<file path="config.mk">
export PLATFORM = sky130hd
export DESIGN_NAME = hazard_ctrl
export DESIGN_NICKNAME = d
export VERILOG_FILES = /design/src/rtl/hazard_ctrl.sv
export SDC_FILE = /design/constraint.sdc
export NUM_CORES = 1
export LEC_CHECK = 0
export CAP_MARGIN = 10
export CELL_PAD_IN_SITES_DETAIL_PLACEMENT = 1
export CELL_PAD_IN_SITES_GLOBAL_PLACEMENT = 2
export CORE_ASPECT_RATIO = 0.6
export CORE_MARGIN = 2
export CORE_UTILIZATION = 29
export CTS_CLUSTER_DIAMETER = 120
export DETAILED_ROUTE_END_ITERATION = 10
export PLACE_DENSITY_LB_ADDON = 0.3
export SETUP_SLACK_MARGIN = 0.05
export SYNTH_ARGS = -nofsm -noshare
export SYNTH_HDL_FRONTEND = slang
export SYNTH_SLANG_ARGS = --single-unit
</file>
<file path="constraint.sdc">
create_clock -name clk -period 5 [get_ports clk]
set_input_delay 1.25 -clock clk [delete_from_list [all_inputs] [get_ports clk]]
set_output_delay 1.25 -clock clk [all_outputs]
set_load 0.02 [all_outputs]
</file>
<file path="src/rtl/hazard_ctrl.sv">
// hazard_ctrl: sequencing controller for a 5-stage pipeline (PC, IF_ID, ID_EX, EX_MEM, MEM_WB).
// It detects load-use hazards, taken branches resolved in MEM and data-memory wait.
// From these it drives the pipeline-register enables and flushes.
// It also keeps saturating stall/flush performance counters.
//
// Ports:
//   clk, rst                       clock, synchronous active-high reset
//   ifid_rs, ifid_rt, ifid_uses_rt sources of the instruction in IF_ID
//   idex_memread, idex_rt          load in ID_EX and its destination
//   exmem_branch, exmem_zero       branch resolution in EX_MEM
//   mem_busy                       data memory not ready this cycle
//   pc_write, pc_sel_branch        PC load enable / branch-target select (combinational)
//   ifid_write, ifid_flush         IF_ID load enable / NOP insert (combinational)
//   idex_flush, exmem_flush        bubble insert into ID_EX / EX_MEM (combinational)
//   pipe_hold                      freeze ID_EX, EX_MEM, MEM_WB (combinational)
//   state                          RUN=0, LU_STALL=1, MEM_WAIT=2, FLUSH=3
//   stall_count, flush_count       saturating performance counters
module hazard_ctrl #(
    parameter int unsigned LU_STALL_CYCLES = 1,
    parameter int unsigned CNT_W           = 16
) (
    input  logic             clk,
    input  logic             rst,
    input  logic [4:0]       ifid_rs,
    input  logic [4:0]       ifid_rt,
    input  logic             ifid_uses_rt,
    input  logic             idex_memread,
    input  logic [4:0]       idex_rt,
    input  logic             exmem_branch,
    input  logic             exmem_zero,
    input  logic             mem_busy,
    output logic             pc_write,
    output logic             pc_sel_branch,
    output logic             ifid_write,
    output logic             ifid_flush,
    output logic             idex_flush,
    output logic             exmem_flush,
    output logic             pipe_hold,
    output logic [1:0]       state,
    output logic [CNT_W-1:0] stall_count,
    output logic [CNT_W-1:0] flush_count
);

    localparam int unsigned LU_W = 4;
    localparam logic [LU_W-1:0]  LU_RELOAD = LU_W'(LU_STALL_CYCLES - 1);
    localparam logic [CNT_W-1:0] CNT_MAX   = '1;

    typedef enum logic [1:0] {
        RUN      = 2'd0,
        LU_STALL = 2'd1,
        MEM_WAIT = 2'd2,
        FLUSH    = 2'd3
    } state_e;

    state_e            state_q, state_nxt;
    state_e            ret_q, ret_nxt;
    state_e            eff_state;
    logic [LU_W-1:0]   lu_cnt_q, lu_cnt_nxt;
    logic [CNT_W-1:0]  stall_q, flush_q;
    logic              flush_inc;
    logic              taken;
    logic              lu_hz;

    assign taken = exmem_branch & exmem_zero;
    assign lu_hz = idex_memread & (idex_rt != 5'd0) &
                   ((idex_rt == ifid_rs) | (ifid_uses_rt & (idex_rt == ifid_rt)));

    // State, loop counter, return state and performance counters
    always_ff @(posedge clk) begin
        if (rst) begin
            state_q  <= RUN;
            ret_q    <= RUN;
            lu_cnt_q <= '0;
            stall_q  <= '0;
            flush_q  <= '0;
        end else begin
            state_q  <= state_nxt;
            ret_q    <= ret_nxt;
            lu_cnt_q <= lu_cnt_nxt;
            if (!pc_write && stall_q != CNT_MAX) stall_q <= stall_q + CNT_W'(1);
            if (flush_inc && flush_q != CNT_MAX) flush_q <= flush_q + CNT_W'(1);
        end
    end

    // Next state and Mealy control outputs
    always_comb begin
        pc_write      = 1'b1;
        pc_sel_branch = 1'b0;
        ifid_write    = 1'b1;
        ifid_flush    = 1'b0;
        idex_flush    = 1'b0;
        exmem_flush   = 1'b0;
        pipe_hold     = 1'b0;
        state_nxt     = RUN;
        ret_nxt       = ret_q;
        lu_cnt_nxt    = lu_cnt_q;
        flush_inc     = 1'b0;
        // Leaving MEM_WAIT resumes as the saved state; ret_q is never FLUSH,
        // so branch suppression is automatically off on that cycle.
        eff_state     = (state_q == MEM_WAIT) ? ret_q : state_q;

        if (mem_busy) begin
            pc_write   = 1'b0;
            ifid_write = 1'b0;
            pipe_hold  = 1'b1;
            state_nxt  = MEM_WAIT;
            if (state_q != MEM_WAIT) ret_nxt = (state_q == FLUSH) ? RUN : state_q;
        end else if (eff_state == LU_STALL) begin
            pc_write   = 1'b0;
            ifid_write = 1'b0;
            idex_flush = 1'b1;
            lu_cnt_nxt = lu_cnt_q - LU_W'(1);
            state_nxt  = (lu_cnt_q == LU_W'(1)) ? RUN : LU_STALL;
        end else if (taken && eff_state != FLUSH) begin
            // Branch wins over a simultaneous load-use: the dependent instruction is flushed
            pc_sel_branch = 1'b1;
            ifid_flush    = 1'b1;
            idex_flush    = 1'b1;
            exmem_flush   = 1'b1;
            flush_inc     = 1'b1;
            state_nxt     = FLUSH;
        end else if (lu_hz) begin
            pc_write   = 1'b0;
            ifid_write = 1'b0;
            idex_flush = 1'b1;
            if (LU_STALL_CYCLES > 1) begin
                lu_cnt_nxt = LU_RELOAD;
                state_nxt  = LU_STALL;
            end
        end

        if (rst) begin
            pc_write      = 1'b0;
            pc_sel_branch = 1'b0;
            ifid_write    = 1'b0;
            ifid_flush    = 1'b1;
            idex_flush    = 1'b1;
            exmem_flush   = 1'b1;
            pipe_hold     = 1'b1;
            flush_inc     = 1'b0;
        end
    end

    assign state       = state_q;
    assign stall_count = stall_q;
    assign flush_count = flush_q;

endmodule

</file>
==> run metrics, run 1 <==
status finished clean; Worst Path Buf+Inv 2; Slew Limit Fails 0; Num CTS Buffers 5; Cell variety after synth 48; synth warn 0; hold_sp stall_count[10]$_SDFFE_PP0P_; post-synth net total around 280; Die X between 100 and 150 um; combinational share of power about a tenth; worst-margin pin slew about 700 ps; Worst VDD drop 0.0001007 V; initial drt markers 76; I/O pins 63; delay of the slowest cell on the worst path roughly 640 ps; routability cong. 0.7493; Worst Setup SP idex_rt[1]; synthesized instance count 255; first-pass GRT wire length slightly above 10,000 um; minimum clock period 4624 ps; Final ANT Viol Nets 0; Inserted Diodes 0; # setup viols final 0; Net Switching around 180 uW; delay-heaviest family, CP buffers and inverters; DP Wirelength 4576 um; Worst path most repeated cell clkdlybuf4s50_1; clk sinks 40; Root Buffer clkbuf_16; Clock power frac a little under half; Overall Global Routing Usage roughly 16%; port bufs 62; Gates resized, CTS repair 0; LEAKAGE ~0.99 nW; Max Cap Violations 0; DP Area between 0.002 and 0.003 sq mm; Setup WS pre-CTS about 340 ps; worst skew pair latency between 200 and 300 ps; Critical Path, Cell by Cell clkdlybuf4s50_1 > or4_1 > o21ai_1 > nor2_1 > a21oi_1 > clkdlybuf4s50_1; Core ar. around 0.007 sq mm; CP max-delay cell clkdlybuf4s50_1; design area roughly 0.0030 sq mm; clock skew approximately 4.4 ps; Die Footprint ~0.0080 sq mm; GRT Residual Overflow 0; nets between 300 and 400; final setup TNS 0 ps; DR vias between 2,000 and 2,500; num rows 24; worst setup path class in2out; maximum clock rate between 200 and 250 MHz; Crit Path Max Fanout 3; # hold bufs at CTS 0; Worst Setup End Kind output pin; Startpoint Class input port; layout overhead on the synthesized area 40.41%; CTS tree yes; Power Internal 599.8 uW; Final WS setup about 380 ps; Sw Share approximately a quarter; CP required about 3800 ps; Worst-path clk slew roughly 60 ps; # Post-CTS Setup Buffers 0; Seq/Total Area, Yosys approximately 38%; Vias/cell around 5; Syn Area/Cell ~8.3 sq um; drt pass-1 iters 4; crit share post-route between 90% and 100%; Slew HR between 50% and 60%; initial antenna violation count 0; DRC 0; worst min-delay path class reg2reg; clk buf depth 2; count of state elements after synthesis 40; RSZ-0062 raised after global routing no; Pwr Density between 200 and 300 mW/mm^2; Min Hold Slack around 510 ps; layout cell share with drive strength beyond 1 under 10%; arrival time at the worst endpoint between 3000 and 4000 ps; Final Hold Viols 0; Reg power frac 42.3%; post-synthesis instance area 0.002115 sq mm; Initial Util about 29%; pin count of the biggest net entering global routing between 40 and 50; H-tree depth 2; reg2reg start stall_count[0]$_SDFFE_PP0P_; Die Span Y about 70 um; final wirelength 6143 um; vias in the first global route ~2,100; routed len/inst 15.06 um
==> per-stage QoR <==
step	power, mW	instances	utilization (%)
after floorplan	0.3816	255	-
after global placement	0.4206	400	39.09
after detailed placement	0.4222	400	39.09
after CTS	0.7923	408	41.37
after global routing	0.8138	408	41.37
final	0.7827	408	41.37
==> logic make-up after synthesis <==
logic type | count (synthesis) | share of synthesized area (%)
simple gates | 105 | 25.86
xor+xnor | 24 | 9.941
fa+ha+maj | 4 | 2.367
compound gates | 58 | 17.75
buf+inv | 21 | 4.734
mux | 3 | 1.479
flops | 40 | 37.87
==> layer usage <==
layer	global-route usage (%)	share of wire, %	vias to the layer above
met5	0	0	-
met4	4.065	0.94	0
met3	4.601	4.2	5
met2	23.28	41	43
met1	23.69	54	974
li1	-	-	1026
==> registers in the layout (all words and copies together), names as in the netlist <==
signal	cells
flush_count	16
stall_count	16
lu_cnt_q	4
ret_q	2
state	2
==> worst register-to-register path: stages, from the launching register on <==
cell	delay, ps
dfxtp_1	370
ha_1	250
and3_1	200
and3_4	200
a311o_1	260
o21ba_2	370
or4_1	540
a21oi_1	150
==> area by class of cell <==
type | count | area (sq um)
multi-input cells | 194 | 1214
inverters | 11 | 41.29
clock buffers | 6 | 128.9
well taps | 91 | 113.9
clock inverters | 2 | 35.03
flip-flops and latches | 40 | 800.8
repair buffers | 64 | 635.6
fillers | 850 | 4208
==> Yosys cell counts, drive strengths merged <==
master,instances,share of area [%]
dfxtp,40,38
nor2,30,5.7
a21oi,21,5.0
o21ai,18,4.3
nand2,15,2.7
or3,15,4.4
nand3,14,3.3
xor2,14,5.8
inv,11,2.0
xnor2,10,4.1
buf,8,2.4
and3,6,2.0
nor3,6,1.4
ha,4,2.4
nand4,4,1.2
o31ai,4,1.4
or4,4,1.4
and2,3,0.89
a21o,2,0.71
a32oi,2,0.83
clkbuf,2,0.36
mux2i,2,0.95
nor2b,2,0.59
o2111ai,2,1.1
a2111oi,1,1.3
a211o,1,0.41
a211oi,1,0.36
a22oi,1,0.36
a311o,1,0.47
a31oi,1,0.30
and3b,1,0.41
and4,1,0.41
mux2,1,0.53
nand2b,1,0.30
nor3b,1,0.36
nor4,1,0.30
o21ba,1,0.47
o21bai,1,0.36
o311ai,1,0.41
or4b,1,0.47
==> worst paths after layout <==
path,end,slack (ps),depth (start not counted)
setup / recovery,pc_write,380,6
setup reg to reg,stall_count[5]$_SDFFE_PP0P_,2600,7
hold / removal,stall_count[10]$_SDFFE_PP0P_,510,2
hold reg to reg,stall_count[10]$_SDFFE_PP0P_,510,2
==> power by group through the flow <==
stage,Combinational (mW),Clock (mW),Sequential [mW]
global route,0.0906,0.391,0.332
floorplan,0.0403,0,0.341
global placement,0.0824,0,0.338
CTS,0.0843,0.377,0.331
detailed placement,0.0836,0,0.339
finish,0.0828,0.368,0.331
==> cells in the final DEF (no fill, tap or decap), types with 2 or more instances in the layout <==
cell type | netlist | routed
ha_1 | 4 | 4
a32oi_1 | 2 | 2
nor3_1 | 6 | 6
clkdlybuf4s50_1 | 0 | 62
or3_1 | 15 | 15
a21o_1 | 2 | 2
inv_1 | 10 | 10
nor2_1 | 29 | 29
a21oi_1 | 21 | 21
mux2i_1 | 2 | 2
nand4_1 | 4 | 4
and3_1 | 5 | 5
clkbuf_16 | 0 | 5
nand3_1 | 14 | 14
o21ai_1 | 9 | 9
o21ai_0 | 9 | 9
nor2b_1 | 2 | 2
buf_4 | 3 | 2
o31ai_1 | 4 | 4
xor2_1 | 14 | 14
xnor2_1 | 10 | 10
dfxtp_1 | 40 | 40
or4_1 | 4 | 4
and2_1 | 3 | 3
nand2_1 | 15 | 15
(Power assumes the default switching activity.)
==> inputs of run 2 (changes only) <==
--- a/config.mk
+++ b/config.mk
@@ -5,7 +5,7 @@
 export SDC_FILE = /design/constraint.sdc
 export NUM_CORES = 1
 export LEC_CHECK = 0
-export CAP_MARGIN = 10
+export CAP_MARGIN = 0
 export CELL_PAD_IN_SITES_DETAIL_PLACEMENT = 1
 export CELL_PAD_IN_SITES_GLOBAL_PLACEMENT = 2
 export CORE_ASPECT_RATIO = 0.6
@@ -15,6 +15,7 @@
 export DETAILED_ROUTE_END_ITERATION = 10
 export PLACE_DENSITY_LB_ADDON = 0.3
 export SETUP_SLACK_MARGIN = 0.05
+export SKIP_CTS_REPAIR_TIMING = 1
 export SYNTH_ARGS = -nofsm -noshare
 export SYNTH_HDL_FRONTEND = slang
 export SYNTH_SLANG_ARGS = --single-unit
==> results of run 2 <==
Same layout as run 1: the final DEF is identical, and so are final timing and power.
==> inputs of run 3 (changes only) <==
--- a/config.mk
+++ b/config.mk
@@ -5,13 +5,11 @@
 export SDC_FILE = /design/constraint.sdc
 export NUM_CORES = 1
 export LEC_CHECK = 0
-export CAP_MARGIN = 0
 export CELL_PAD_IN_SITES_DETAIL_PLACEMENT = 1
 export CELL_PAD_IN_SITES_GLOBAL_PLACEMENT = 2
 export CORE_ASPECT_RATIO = 0.6
-export CORE_MARGIN = 2
 export CORE_UTILIZATION = 29
-export CTS_CLUSTER_DIAMETER = 120
+export CTS_CLUSTER_DIAMETER = 50
 export DETAILED_ROUTE_END_ITERATION = 10
 export PLACE_DENSITY_LB_ADDON = 0.3
 export SETUP_SLACK_MARGIN = 0.05
==> run 3 against run 2 <==
Effect of this change:
- the flow now finishes with violations (design-rule violations)
- flip-flop and latch count stayed put
- global-route usage is 0.45 points higher
- first-iteration DRC count is 25% lower
- wire length is 0.67% lower
- largest cell class unchanged
- highest routed layer unchanged
==> run metrics, run 3 (synthesis gave the netlist of run 1 again) <==
reg2reg start stall_count[0]$_SDFFE_PP0P_; layout cell share with drive strength beyond 1 roughly 5.1%; CP required about 3800 ps; minimum clock period around 4700 ps; initial drt markers between 50 and 60; commonest non-fill, non-tap cell in the layout clkdlybuf4s50_1; Max Cap Violations 0; Num CTS Buffers 5; nets 341; DP Area 0.002793 sq mm; LEAKAGE roughly 0.99 nW; share of the core filled with cells ~43%; Reg-to-Reg End stall_count[5]$_SDFFE_PP0P_; pin count of the biggest net entering global routing 43; Final Hold Viols 0; vias in the first global route between 1,500 and 2,000; clk buf depth 2; routed len/inst between 15 and 20 um; Critical Path, Cell by Cell clkdlybuf4s50_1 > or4_1 > o21ai_1 > nor2_1 > a21oi_1 > clkdlybuf4s50_1; Die X approximately 110 um; hold_sp lu_cnt_q[3]$_SDFFE_PP0P_; # setup viols final 0; total power around 800 uW; Worst VDD drop 0.0001233 V; CP max-delay cell clkdlybuf4s50_1; Die Footprint about 0.0076 sq mm; Cell Count, Final, Fillers Out a little over 400; Overall Global Routing Usage between 10% and 20%; DRC 6; Final WS setup 288.0 ps; Final ANT Viol Nets 0; hold-critical path depth 2; clock skew 6.175 ps; final setup TNS 0 ps; worst setup path class in2out; status complete, but fails checks; num rows 23; clk sinks 40; routability cong. roughly 0.76; Crit Path Max Fanout 3; final wirelength 6102 um; R2R setup slack roughly 2600 ps; Worst Path Buf+Inv 2; Inserted Diodes 0; I/O pins 63; DP Wirelength approximately 4500 um; filler instances 823; Hold EP lu_cnt_q[3]$_SDFFE_PP0P_; worst min-delay path class reg2reg; Root Buffer clkbuf_16; commonest non-fill, non-tap cells in the layout 62 x clkdlybuf4s50_1, 40 x dfxtp_1, 29 x nor2_1; Slew Limit Fails 0; drt pass-1 iters 7; delay-heaviest family, CP buffers and inverters; Setup WS pre-CTS 279.2 ps; Worst path most repeated cell clkdlybuf4s50_1; Worst Setup End Kind output pin; Core ar. roughly 0.007 sq mm; port bufs 62; GRT Residual Overflow 0; DR vias between 2,000 and 2,500; design area ~0.0030 sq mm; layout overhead on the synthesized area 40.47%; Initial Util a little under a third; Die Span Y between 60 and 70 um; worst-margin pin slew roughly 660 ps; crit share post-route a little over nine tenths; maximum clock rate about 210 MHz; Slew HR around 56%; delay of the slowest cell on the worst path roughly 650 ps; worst skew pair latency around 280 ps; initial antenna violation count 0; RSZ-0062 raised after global routing no; CTS tree yes; Pwr Density roughly 270 mW/mm^2; arrival time at the worst endpoint roughly 3500 ps; H-tree depth 2; Worst-path clk slew around 60 ps; Startpoint Class input port; FF-to-FF path depth 7; first-pass GRT wire length 9963 um; violated checks design-rule violations; placed cell count approximately 400; Vias/cell approximately 5; Min Hold Slack 513.5 ps
## run 3: how the worst max path moves through the flow
stage	from	endpoint	depth (start not counted)
6_report	idex_rt[1]	ifid_write	6
5_1_grt	idex_rt[2]	ifid_write	6
2_1_floorplan	idex_rt[1]	pc_write	5
3_3_place_gp	idex_rt[1]	ifid_write	6
3_5_place_dp	idex_rt[1]	ifid_write	6
4_1_cts	idex_rt[2]	ifid_write	6
## run 3: power by group
| group | internal, mW | switching, mW |
|---|---|---|
| clock | 0.250 | 0.133 |
| sequential | 0.324 | 0.00763 |
| combinational | 0.0410 | 0.0420 |
| total | 0.615 | 0.183 |
## run 3: cell type report
| cell class | count | area, sq um | share of cell area [%] |
|---|---|---|---|
| clock buffers | 6 | 138.9 | 4.676 |
| clock inverters | 2 | 38.79 | 1.306 |
| inverters | 11 | 41.29 | 1.390 |
| multi-input cells | 194 | 1214 | 40.86 |
| flip-flops and latches | 40 | 800.8 | 26.96 |
| well taps | 87 | 108.9 | 3.665 |
| repair buffers | 63 | 628.1 | 21.15 |
## run 3: per-layer routing
layer,part of all wire [%],up-vias,global-route usage (%)
met5,0,-,0
met1,53,947,24.32
li1,-,1027,-
met4,0.66,0,3.667
met2,39,45,24.46
met3,6.5,5,4.163
## run 3: tightest hold or removal path: stages, from the launching register on
cell and delay, ps:
dfxtp_1 340, xor2_1 70, nor2_1 70
